<file path="config.mk">
export PLATFORM = sky130hd
export DESIGN_NAME = sau_pipe_flat
export DESIGN_NICKNAME = d
export VERILOG_FILES = /design/src/rtl/sau_pkg.sv /design/src/rtl/sau_pipe_if.sv /design/src/rtl/sau_odd_gen.sv /design/src/rtl/sau_pipe.sv /design/src/flat_wrapper.sv
export SDC_FILE = /design/constraint.sdc
export NUM_CORES = 1
export LEC_CHECK = 0
export ABC_AREA = 1
export BUFFER_PORTS_ARGS = -buffer_cell sky130_fd_sc_hd__buf_2
export CAP_MARGIN = 20
export CORE_UTILIZATION = 55
export CTS_CLUSTER_DIAMETER = 60
export CTS_CLUSTER_SIZE = 16
export DETAILED_ROUTE_END_ITERATION = 10
export HOLD_SLACK_MARGIN = 0.12
export PLACE_DENSITY = 0.77
export SYNTH_ARGS = -nofsm -noshare
export SYNTH_HDL_FRONTEND = slang
export SYNTH_SLANG_ARGS = --single-unit
</file>
<file path="constraint.sdc">
create_clock -name clk -period 5.55 [get_ports clk]
set_input_delay 0.8325 -clock clk [delete_from_list [all_inputs] [get_ports clk]]
set_output_delay 0.8325 -clock clk [all_outputs]
set_load 0.005 [all_outputs]
</file>
<file path="src/rtl/sau_pkg.sv">
// ---------------------------------------------------------------------------
// sau_pkg
// Shared definitions for the shift-add unit (sau_pipe):
//   - default configuration constants
//   - sau_out_w(): result width, one bit wider than the largest magnitude so
//     that negating the most negative sample times NUM_MULT stays exact
//   - sau_tz() / sau_csd_digit(): elaboration-time helpers used to build the
//     constant multiples from shifts and adds
//   - sau_s1_t: stage-1 record for the default configuration
// ---------------------------------------------------------------------------
package sau_pkg;

  localparam int SAU_WIDTH     = 20;
  localparam int SAU_MULT_BITS = 4;
  localparam int SAU_TAG_W     = 8;
  localparam int NUM_MULT      = 2 ** SAU_MULT_BITS;

  function automatic int sau_out_w(input int width, input int mult_bits);
    return width + mult_bits + 1;
  endfunction

  // Number of trailing zero bits of m: (k+1) = 2^tz * odd.
  function automatic int sau_tz(input int m);
    int s;
    bit found;
    s     = 0;
    found = 1'b0;
    for (int i = 0; i < 31; i++) begin
      if (!found && m[i]) begin
        s     = i;
        found = 1'b1;
      end
    end
    return s;
  endfunction

  // Canonical signed-digit recoding of constant c; returns the digit
  // (-1, 0, +1) at bit position pos. For odd constants below 32 this never
  // yields more than three non-zero digits, i.e. at most two adders.
  function automatic int sau_csd_digit(input int c, input int pos);
    int n;
    int d;
    n = c;
    d = 0;
    for (int b = 0; b <= pos; b++) begin
      d = 0;
      if ((n % 2) != 0) begin
        d = ((n % 4) == 1) ? 1 : -1;
        n = n - d;
      end
      n = n / 2;
    end
    return d;
  endfunction

  localparam int SAU_OUT_W = sau_out_w(SAU_WIDTH, SAU_MULT_BITS);

  typedef struct packed {
    logic [NUM_MULT/2-1:0][SAU_OUT_W-1:0] odd;
    logic                                 neg;
    logic [SAU_TAG_W-1:0]                 tag;
  } sau_s1_t;

endpackage

</file>
<file path="src/rtl/sau_pipe_if.sv">
// ---------------------------------------------------------------------------
// sau_pipe_if
// Handshake bundle around the shift-add unit.
//   in_valid/in_ready : upstream handshake
//   in, in_neg, in_tag: signed sample, negate select, sideband tag
//   out_valid/out_ready: downstream handshake
//   out, out_tag       : NUM_MULT packed multiples and the returned tag
// Modports: master = the side that feeds samples and consumes results,
//           slave  = the shift-add unit itself.
// ---------------------------------------------------------------------------
interface sau_pipe_if
  import sau_pkg::*;
#(
  parameter int WIDTH     = 20,
  parameter int MULT_BITS = 4,
  parameter int TAG_W     = 8
);

  localparam int NMULT = 2 ** MULT_BITS;
  localparam int OUT_W = sau_out_w(WIDTH, MULT_BITS);

  logic                          in_valid;
  logic                          in_ready;
  logic signed [WIDTH-1:0]       in;
  logic                          in_neg;
  logic [TAG_W-1:0]              in_tag;
  logic                          out_valid;
  logic                          out_ready;
  logic [NMULT-1:0][OUT_W-1:0]   out;
  logic [TAG_W-1:0]              out_tag;

  modport master (
    output in_valid, in, in_neg, in_tag, out_ready,
    input  in_ready, out_valid, out, out_tag
  );

  modport slave (
    input  in_valid, in, in_neg, in_tag, out_ready,
    output in_ready, out_valid, out, out_tag
  );

endinterface

</file>
<file path="src/rtl/sau_odd_gen.sv">
// ---------------------------------------------------------------------------
// sau_odd_gen
// Combinational generator of the odd multiples (2j+1)*x, j = 0..NUM_MULT/2-1,
// using only shifts and adds/subtracts taken from the CSD recoding of each
// constant.
//   x_i   : sample already sign-extended to OUT_W
//   odd_o : odd multiples, odd_o[j] = (2j+1)*x_i
// ---------------------------------------------------------------------------
module sau_odd_gen
  import sau_pkg::*;
#(
  parameter int WIDTH     = 20,
  parameter int MULT_BITS = 4,
  localparam int OUT_W    = sau_out_w(WIDTH, MULT_BITS),
  localparam int HALF     = (2 ** MULT_BITS) / 2
) (
  input  logic signed [OUT_W-1:0]    x_i,
  output logic [HALF-1:0][OUT_W-1:0] odd_o
);

  for (genvar j = 0; j < HALF; j++) begin : g_odd
    localparam int C = 2 * j + 1;
    logic signed [OUT_W-1:0] acc;

    // Sum the signed-digit terms of C; zero digits fold away at elaboration,
    // leaving only the shifted copies that are really needed.
    always_comb begin
      acc = '0;
      for (int b = 0; b <= MULT_BITS; b++) begin
        if (sau_csd_digit(C, b) == 1) begin
          acc = acc + (x_i <<< b);
        end else if (sau_csd_digit(C, b) == -1) begin
          acc = acc - (x_i <<< b);
        end
      end
    end

    assign odd_o[j] = acc;
  end

endmodule

</file>
<file path="src/rtl/sau_pipe.sv">
// ---------------------------------------------------------------------------
// sau_pipe
// Two-stage pipelined shift-add unit producing all NUM_MULT multiples
// +/-(k+1)*in of one signed sample per cycle, with an optional per-sample
// negation and a sideband tag carried alongside.
//   clk : rising-edge clock
//   rst : synchronous active-high reset, discards in-flight samples
//   bus : sau_pipe_if.slave (input and output valid/ready, data, tag)
// Stage 1 registers the odd multiples; stage 2 derives the even ones by
// shifting, applies the negation and registers the result vector.
// ---------------------------------------------------------------------------
module sau_pipe
  import sau_pkg::*;
#(
  parameter int WIDTH     = 20,
  parameter int MULT_BITS = 4,
  parameter int TAG_W     = 8
) (
  input  logic      clk,
  input  logic      rst,
  sau_pipe_if.slave bus
);

  localparam int NMULT = 2 ** MULT_BITS;
  localparam int HALF  = NMULT / 2;
  localparam int OUT_W = sau_out_w(WIDTH, MULT_BITS);

  typedef struct packed {
    logic [HALF-1:0][OUT_W-1:0] odd;
    logic                       neg;
    logic [TAG_W-1:0]           tag;
  } s1_rec_t;

  s1_rec_t                     s1_d, s1_q;
  logic                        v1_q, v2_q;
  logic [NMULT-1:0][OUT_W-1:0] out_d, out_q;
  logic [TAG_W-1:0]            tag2_q;
  logic                        en1, en2;
  logic signed [OUT_W-1:0]     x_ext;
  logic [HALF-1:0][OUT_W-1:0]  odd_w;

  // A stage may load when it is empty or when the stage after it is moving.
  assign en2 = !v2_q || bus.out_ready;
  assign en1 = !v1_q || en2;
  assign bus.in_ready = en1;

  assign x_ext = {{(OUT_W-WIDTH){bus.in[WIDTH-1]}}, bus.in};

  sau_odd_gen #(
    .WIDTH     (WIDTH),
    .MULT_BITS (MULT_BITS)
  ) u_odd_gen (
    .x_i   (x_ext),
    .odd_o (odd_w)
  );

  assign s1_d.odd = odd_w;
  assign s1_d.neg = bus.in_neg;
  assign s1_d.tag = bus.in_tag;

  // (k+1) = 2^SH * (2J+1): each even multiple is a shifted odd multiple.
  for (genvar k = 0; k < NMULT; k++) begin : g_even
    localparam int M  = k + 1;
    localparam int SH = sau_tz(M);
    localparam int J  = ((M >> SH) - 1) / 2;
    logic signed [OUT_W-1:0] mag;

    assign mag      = $signed(s1_q.odd[J]) <<< SH;
    assign out_d[k] = s1_q.neg ? -mag : mag;
  end

  // Pipeline registers; each stage holds its contents while stalled so the
  // presented result stays bit-stable under backpressure.
  always_ff @(posedge clk) begin
    if (rst) begin
      s1_q   <= '0;
      v1_q   <= 1'b0;
      out_q  <= '0;
      tag2_q <= '0;
      v2_q   <= 1'b0;
    end else begin
      if (en1) begin
        s1_q <= s1_d;
        v1_q <= bus.in_valid;
      end
      if (en2) begin
        out_q  <= out_d;
        tag2_q <= s1_q.tag;
        v2_q   <= v1_q;
      end
    end
  end

  // Valid is masked while reset is asserted so no result leaves in that cycle.
  assign bus.out_valid = v2_q && !rst;
  assign bus.out       = out_q;
  assign bus.out_tag   = tag2_q;

endmodule
</file>
<file path="src/flat_wrapper.sv">
// flat-port wrapper written by rule: the top's interface ports become plain ports
module sau_pipe_flat import sau_pkg::*;
#(
  parameter int WIDTH     = 20,
  parameter int MULT_BITS = 4,
  parameter int TAG_W     = 8
)
  (clk, rst, bus_in_valid, bus_in, bus_in_neg, bus_in_tag, bus_out_ready, bus_in_ready, bus_out_valid, bus_out, bus_out_tag);
  sau_pipe_if #(.WIDTH(WIDTH), .MULT_BITS(MULT_BITS), .TAG_W(TAG_W)) bus_i ();
  input  logic clk;
  input  logic rst;
  input wire logic [$bits(bus_i.in_valid)-1:0] bus_in_valid;
  input wire logic [$bits(bus_i.in)-1:0] bus_in;
  input wire logic [$bits(bus_i.in_neg)-1:0] bus_in_neg;
  input wire logic [$bits(bus_i.in_tag)-1:0] bus_in_tag;
  input wire logic [$bits(bus_i.out_ready)-1:0] bus_out_ready;
  output wire logic [$bits(bus_i.in_ready)-1:0] bus_in_ready;
  output wire logic [$bits(bus_i.out_valid)-1:0] bus_out_valid;
  output wire logic [$bits(bus_i.out)-1:0] bus_out;
  output wire logic [$bits(bus_i.out_tag)-1:0] bus_out_tag;
  assign bus_i.in_valid = bus_in_valid;
  assign bus_i.in = bus_in;
  assign bus_i.in_neg = bus_in_neg;
  assign bus_i.in_tag = bus_in_tag;
  assign bus_i.out_ready = bus_out_ready;
  assign bus_in_ready = bus_i.in_ready;
  assign bus_out_valid = bus_i.out_valid;
  assign bus_out = bus_i.out;
  assign bus_out_tag = bus_i.out_tag;
  sau_pipe #(.WIDTH(WIDTH), .MULT_BITS(MULT_BITS), .TAG_W(TAG_W)) u_core (.clk(clk), .rst(rst), .bus(bus_i));
endmodule
</file>
==> results.cfg, run 1 <==
[run]
max-cap-violations = 0

[routing]
routed_wl_mm = 101.9
ant_nets = 0
vias_per_cell = 5.682
wl_per_cell_um = 20.50
drc = 0
via_count = 28240
drt_iter0_drc = 2655
drtPass1Iterations = 6

[timing]
period_minus_slack_ns = 4.510
worst_pin_slew_ns = 1.104
setup_viol_count_final = 0
finalMaxSlewViolations = 0
skew_ns = 0.03204
hold_viol = 0
finalSetupTns_ns = 0
period_share = 0.8125
rsz0062_at_grt = no
setup_ws_ns = 1.040
holdWs_ns = 0.4673
slew_headroom = 0.2591
fmax_mhz = 221.8

[floorplanning]
ios = 443
die_w_um = 227.2
dieArea_um2 = 51610
start_util = 0.5570
die_y_um = 227.2
core_area_um2 = 50070
rows = 82

[worst_setup_path]
critPathArrivalTime_ns = 4.98
crit_top_cell = inv_1
start_kind = input pin
cp.required_ns = 6.02
crit_fanout = 10
crit_chain = buf_2 -> inv_1 -> ha_1 -> nand2_1 -> nor2_1 -> nand2_1 -> nor2_4 -> nand2_2 -> nor2_4 -> nand3_1 -> xor2_1 -> inv_1 -> fa_1 -> inv_1 -> ha_1 -> a21oi_1 -> o21ai_0 -> a211oi_1 -> nand3_1 -> nand2_1 -> nand3_1 -> o211ai_1 -> inv_1
slowest_delay_ns = 0.51
path_class = in2reg
end_kind = flop
crit_slowest_cell = fa_1

[finish]
area_growth_pct = 8.753
final_cells = 4970
final_nets = 4505
multi_input_area_um2 = 16020
drive_gt1_frac = 0.1378
finish.utilization = 0.6058
seq_area_um2 = 7491
fillCellCount = 4870

[place]
place_inst = 4905
io_buffers = 427
routabilityCongestion = 1.026
dp_hpwl_mm = 80.28
post-place-ws_ns = 0.5103

[clock_tree]
post_cts_buffers = 0
numCtsBuffers = 39
cts.clk_slew.worst_paths_ns = 0.07
worstSkewPairLatency_ns = 0.60
cts_tree = built
root_buffer = clkbuf_16
postCtsHoldBufs = 0
cts_resized = 0
cts.sinks = 374
htreeDepth = 2
cts.path.max_buffers = 3

[synth]
synth_area_per_cell_um2 = 6.769
synth_warnings = 0
syn_inst = 4120
ys_types = 59
yosys.area.top_type = dfxtp_1
async_reset_ff_frac = 0
netlist_top_cells_area = dfxtp_1 27%, nand2_1 8.9%, inv_1 8.0%
yosysMostFrequentCell = nand2_1
yosysTopAreaCellShare = 0.2685
yosysSeqAreaShare = 0.2685
synth_seq_cells = 374
synth.top_cells.by_count = 661 x nand2_1, 592 x inv_1, 441 x nor2_1, 374 x dfxtp_1, 342 x a21oi_1
synthesis.area_um2 = 27890
synth_edf_count = 0
synthFlopType = dfxtp_1

[global_routing]
grtUsageTotal = 0.3844
antenna_found_initial = 9
overflow = 0
grt_pass1_vias = 24330
grt_max_degree = 167
grt_pass1_wl_mm = 151.1

[power_and_ir_drop]
power_switching_mw = 3.872
seqPwrFrac = 0.368
netSwitchingFraction = 0.4055
power_density_nw_per_um2 = 314.9
p_leak_nw = 16.44
pwr-share-clk = 0.284
comb_power_share = 0.348
power.internal_mw = 5.677
vdd_drop_max_mv = 0.2663

[hold_path]
worstHoldPathType = in2reg

[outcome]
outcome = finished clean
metal layers:
| layer | share of wire | GRT usage | wire [um] | up-vias |
|---|---|---|---|---|
| met1 | 0.44 | 0.5372 | 45010 | 13110 |
| met3 | 0.097 | 0.08609 | 9904 | 185 |
| met5 | 0.00079 | 0 | 80 | - |
| li1 | - | - | - | 13650 |
| met2 | 0.42 | 0.5675 | 42610 | 1286 |
| met4 | 0.042 | 0.1580 | 4293 | 12 |
path summary, 6_finish.rpt:
path	from	cells past startpoint	end	slack [ns]
setup reg to reg	u_core.g_even[14].mag[0]	11	u_core.bus.out[374]	2.30
hold / removal	bus_in_valid	2	u_core.v1_q	0.47
setup / recovery	bus_in[0]	23	u_core.g_even[10].mag[21]	1.04
hold reg to reg	u_core.s1_q[4]	2	u_core.s1_q[4]	0.48
metrics by stage:
step | instance area [um^2] | power (mW)
2_1_floorplan | 27940 | 5.634
3_3_place_gp | 29030 | 6.776
6_report | 30330 | 9.549
3_5_place_dp | 29030 | 6.790
4_1_cts | 30320 | 9.483
5_1_grt | 30330 | 10.08
cell families (layout without fill, tap and decap cells):
logic type               after synthesis  after routing  share of synthesized area
AO/OA/AOI/OAI                       1000           1000                     0.2071
XOR/XNOR                             150            150                    0.04711
adder cells (fa/ha/maj)              198            198                    0.09933
buffers and inverters                963           1125                     0.1595
flip-flops                           374            374                     0.2685
other                                  1             17                  0.0001345
AND/OR/NAND/NOR                     1434           1434                     0.2184
flip-flops by register name, indices dropped and copies added (netlist names):
register,cells
u_core.g_even.mag,171
u_core.v2_q,1
u_core.s1_q,9
u_core.bus.out,184
u_core.bus.out_tag,8
u_core.v1_q,1
critical path: cells and delay by family:
kind	cells	cell delay, ns
AO/OA/AOI/OAI	4	0.90
AND/OR/NAND/NOR	10	1.13
buffers and inverters	5	0.61
XOR/XNOR	1	0.41
adder cells (fa/ha/maj)	3	1.09
area by class of cell:
type / instances / share of cell area
clock inverters: 18 / 0.008045
inverters: 602 / 0.07517
repair buffers: 460 / 0.07904
flip-flops and latches: 374 / 0.2470
multi-input cells: 2797 / 0.5283
diodes: 2 / 0.0001650
well taps: 672 / 0.02772
clock buffers: 45 / 0.03461
power by group through the flow:
| stage | clock network, mW | logic [mW] | registers (mW) |
|---|---|---|---|
| 2_1_floorplan | 0 | 2.24 | 3.40 |
| 4_1_cts | 2.73 | 3.26 | 3.49 |
| 6_report | 2.71 | 3.33 | 3.51 |
| 3_5_place_dp | 0 | 3.24 | 3.55 |
| 3_3_place_gp | 0 | 3.23 | 3.54 |
| 5_1_grt | 2.84 | 3.70 | 3.55 |
cell usage in the layout, fill, tap and decap left out, types with 40 or more instances in the layout:
cell type	n
nor2_1	439
xor2_1	125
o21ai_0	336
inv_1	590
nand3_1	155
o211ai_1	73
dfxtp_1	373
o21ai_1	52
o221ai_1	71
clkbuf_16	40
a21oi_1	342
buf_2	427
nand2_1	661
nand4_1	50
ha_1	159
Note: power is estimated with default switching activity, not from simulation.
==> run 2: changes to the inputs <==
==> constraint.sdc (replaced) <==
create_clock -name clk -period 4.3 [get_ports clk]
set_input_delay 0.645 -clock clk [delete_from_list [all_inputs] [get_ports clk]]
set_output_delay 0.645 -clock clk [all_outputs]
set_load 0.005 [all_outputs]
==> run 2 against run 1 <==
Net effect:
- via count rose by 1.4%
- register-to-register slack got worse by 0.83 ns
- core utilization rose by 0.73 points
- global-route usage rose by 0.29 points
- largest cell class unchanged
- critical path type unchanged
- wire length rose by 0.78%
- clock-buffer cell count fell by 4
- sequential power rose by 29%
- critical path depth fell by 1
==> results.cfg, run 2 (synthesized netlist as in run 1, its figures left out) <==
[worst_setup_path]
path_class = in2reg
crit_slowest_cell = fa_1
slowest_delay_ns = 0.47
cp_num_buf_inv = 4
critPathArrivalTime_ns = 4.13
rr_worst_depth = 13
crit_chain = buf_2 -> nor3_2 -> nand3_2 -> nor3_4 -> nand3_2 -> nor2_4 -> nand3_4 -> nor3_4 -> nand2_1 -> nand2_2 -> inv_2 -> fa_1 -> inv_1 -> ha_1 -> a21oi_1 -> o21ai_0 -> a211oi_1 -> nand3_1 -> nand2_1 -> nand3_1 -> o211ai_1 -> inv_1
end_kind = flop
cp.required_ns = 4.74
r2r_setup_slack_ns = 1.47
regToRegEndpoint = u_core.bus.out[374]
crit_family = simple AND/OR/NAND/NOR gates
start_kind = input pin
crit_fanout = 5
worstReg2RegStart = u_core.g_even[14].mag[0]

[floorplanning]
core_area_um2 = 50070
rows = 82
die_w_um = 227.2
dieArea_um2 = 51610
die_y_um = 227.2
ios = 443
start_util = 0.5570

[finish]
final_nets = 4562
drive_gt1_frac = 0.1481
layout_commonest_cell = nand2_1
num_antenna_cells = 0
area_growth_pct = 10.06
final_area_um2 = 30690
largest_reg_flops = 184
layout_common_cells = 661 x nand2_1, 590 x inv_1, 439 x nor2_1, 427 x buf_2, 373 x dfxtp_1

[timing]
finalSetupTns_ns = 0
hold_viol = 0
worst_pin_slew_ns = 0.9101
rsz0062_at_grt = no
setup_viol_count_final = 0
period_share = 0.8598
slew_headroom = 0.3932
skew_ns = 0.04793
finalMaxSlewViolations = 0
fmax_mhz = 270.5
period_minus_slack_ns = 3.697

[global_routing]
grtUsageTotal = 0.3873
grt_max_degree = 167
overflow = 0
antenna_found_initial = 2
grt_pass1_vias = 24970
grt_pass1_wl_mm = 151.7

[routing]
drtPass1Iterations = 6
drt_iter0_drc = 2863
ant_nets = 0
drc = 0
routed_wl_mm = 102.7
via_count = 28650
wl_per_cell_um = 20.45
vias_per_cell = 5.706

[clock_tree]
cts.clk_slew.worst_paths_ns = 0.08
cts.sinks = 374
cts.path.max_buffers = 3
cts_resized = 0
htreeDepth = 2
numCtsBuffers = 36
post_cts_buffers = 0
worstSkewPairLatency_ns = 0.58
postCtsHoldBufs = 0
root_buffer = clkbuf_16
cts_tree = built

[place]
place_area_um2 = 29560
io_buffers = 427
routabilityCongestion = 1.003
dp_hpwl_mm = 80.04

[power_and_ir_drop]
vdd_drop_max_mv = 0.2804
power_density_nw_per_um2 = 394.2
p_leak_nw = 16.69

[hold_path]
hp-start = bus_in_valid
min_to = u_core.v1_q
worstHoldPathType = in2reg
hold_path_depth = 2

[run]
max-cap-violations = 0

[outcome]
outcome = finished clean
[run 2: cell types whose count changed in the layout (fill, tap and decap cells not counted), sizes merged]
cell,change
buf,+60
clkbuf,-4
clkinv,-1
clkinvlp,-1
diode,-2
inv,-1
[run 2: worst register-to-register path: stages (launching register included)]
cell,delay [ns]
dfxtp_1,0.36
inv_2,0.18
ha_1,0.21
nand2_1,0.21
nor2_1,0.34
nand4_1,0.18
or2_1,0.31
o21ai_2,0.20
nand2_1,0.14
a21oi_1,0.15
o21ai_1,0.11
buf_4,0.19
o211ai_1,0.09
inv_1,0.05
[run 2: final cells by class]
class	count	area, um^2
clock buffers	41	939.7
clock inverters	15	197.7
fillers	4873	19370
inverters	602	2280
multi-input cells	2797	16020
flip-flops and latches	374	7491
well taps	672	840.8
repair buffers	520	2923
[run 2: worst max-delay path by stage]
stage / start / end / slack, ns / depth (start not counted)
floorplan: bus_in[1] / u_core.g_even[10].mag[18] / 0.13 / 23
global placement: bus_in[2] / u_core.g_even[10].mag[21] / 0.13 / 21
detailed placement: bus_in[1] / u_core.g_even[10].mag[23] / 0.07 / 23
CTS: bus_in[1] / u_core.g_even[10].mag[23] / 0.64 / 23
global route: bus_in[2] / u_core.g_even[10].mag[18] / 0.21 / 23
finish: bus_in[2] / u_core.g_even[10].mag[22] / 0.60 / 22
[run 2: metrics by stage]
stage / setup WS (ns) / utilization / total power, mW / hold WS [ns] / cells
global placement: 0.1326 / 0.5903 / 8.826 / 0.4563 / 4965
finish: 0.6027 / 0.6130 / 12.10 / 0.2906 / 5021
CTS: 0.6446 / 0.6130 / 12.00 / 0.2799 / 5021
floorplan: 0.1307 / - / 7.272 / 0.4362 / 4134
global route: 0.2060 / 0.6130 / 12.79 / 0.2989 / 5021
detailed placement: 0.06768 / 0.5903 / 8.853 / 0.4661 / 4965
[run 2: power by group]
| part | internal (mW) | total (mW) | leakage, nW | switching (mW) |
|---|---|---|---|---|
| clock network | 1.67 | 3.18 | 0.554 | 1.51 |
| logic | 1.57 | 4.38 | 13.0 | 2.81 |
| registers | 3.96 | 4.54 | 3.11 | 0.584 |
[run 2: metal layers]
metal,share of wire,global-route usage,vias to the layer above
met3,0.098,0.06544,197
li1,-,-,13740
met4,0.040,0.1489,4
met5,0.00025,0,-
met1,0.44,0.5537,13330
met2,0.42,0.5776,1384
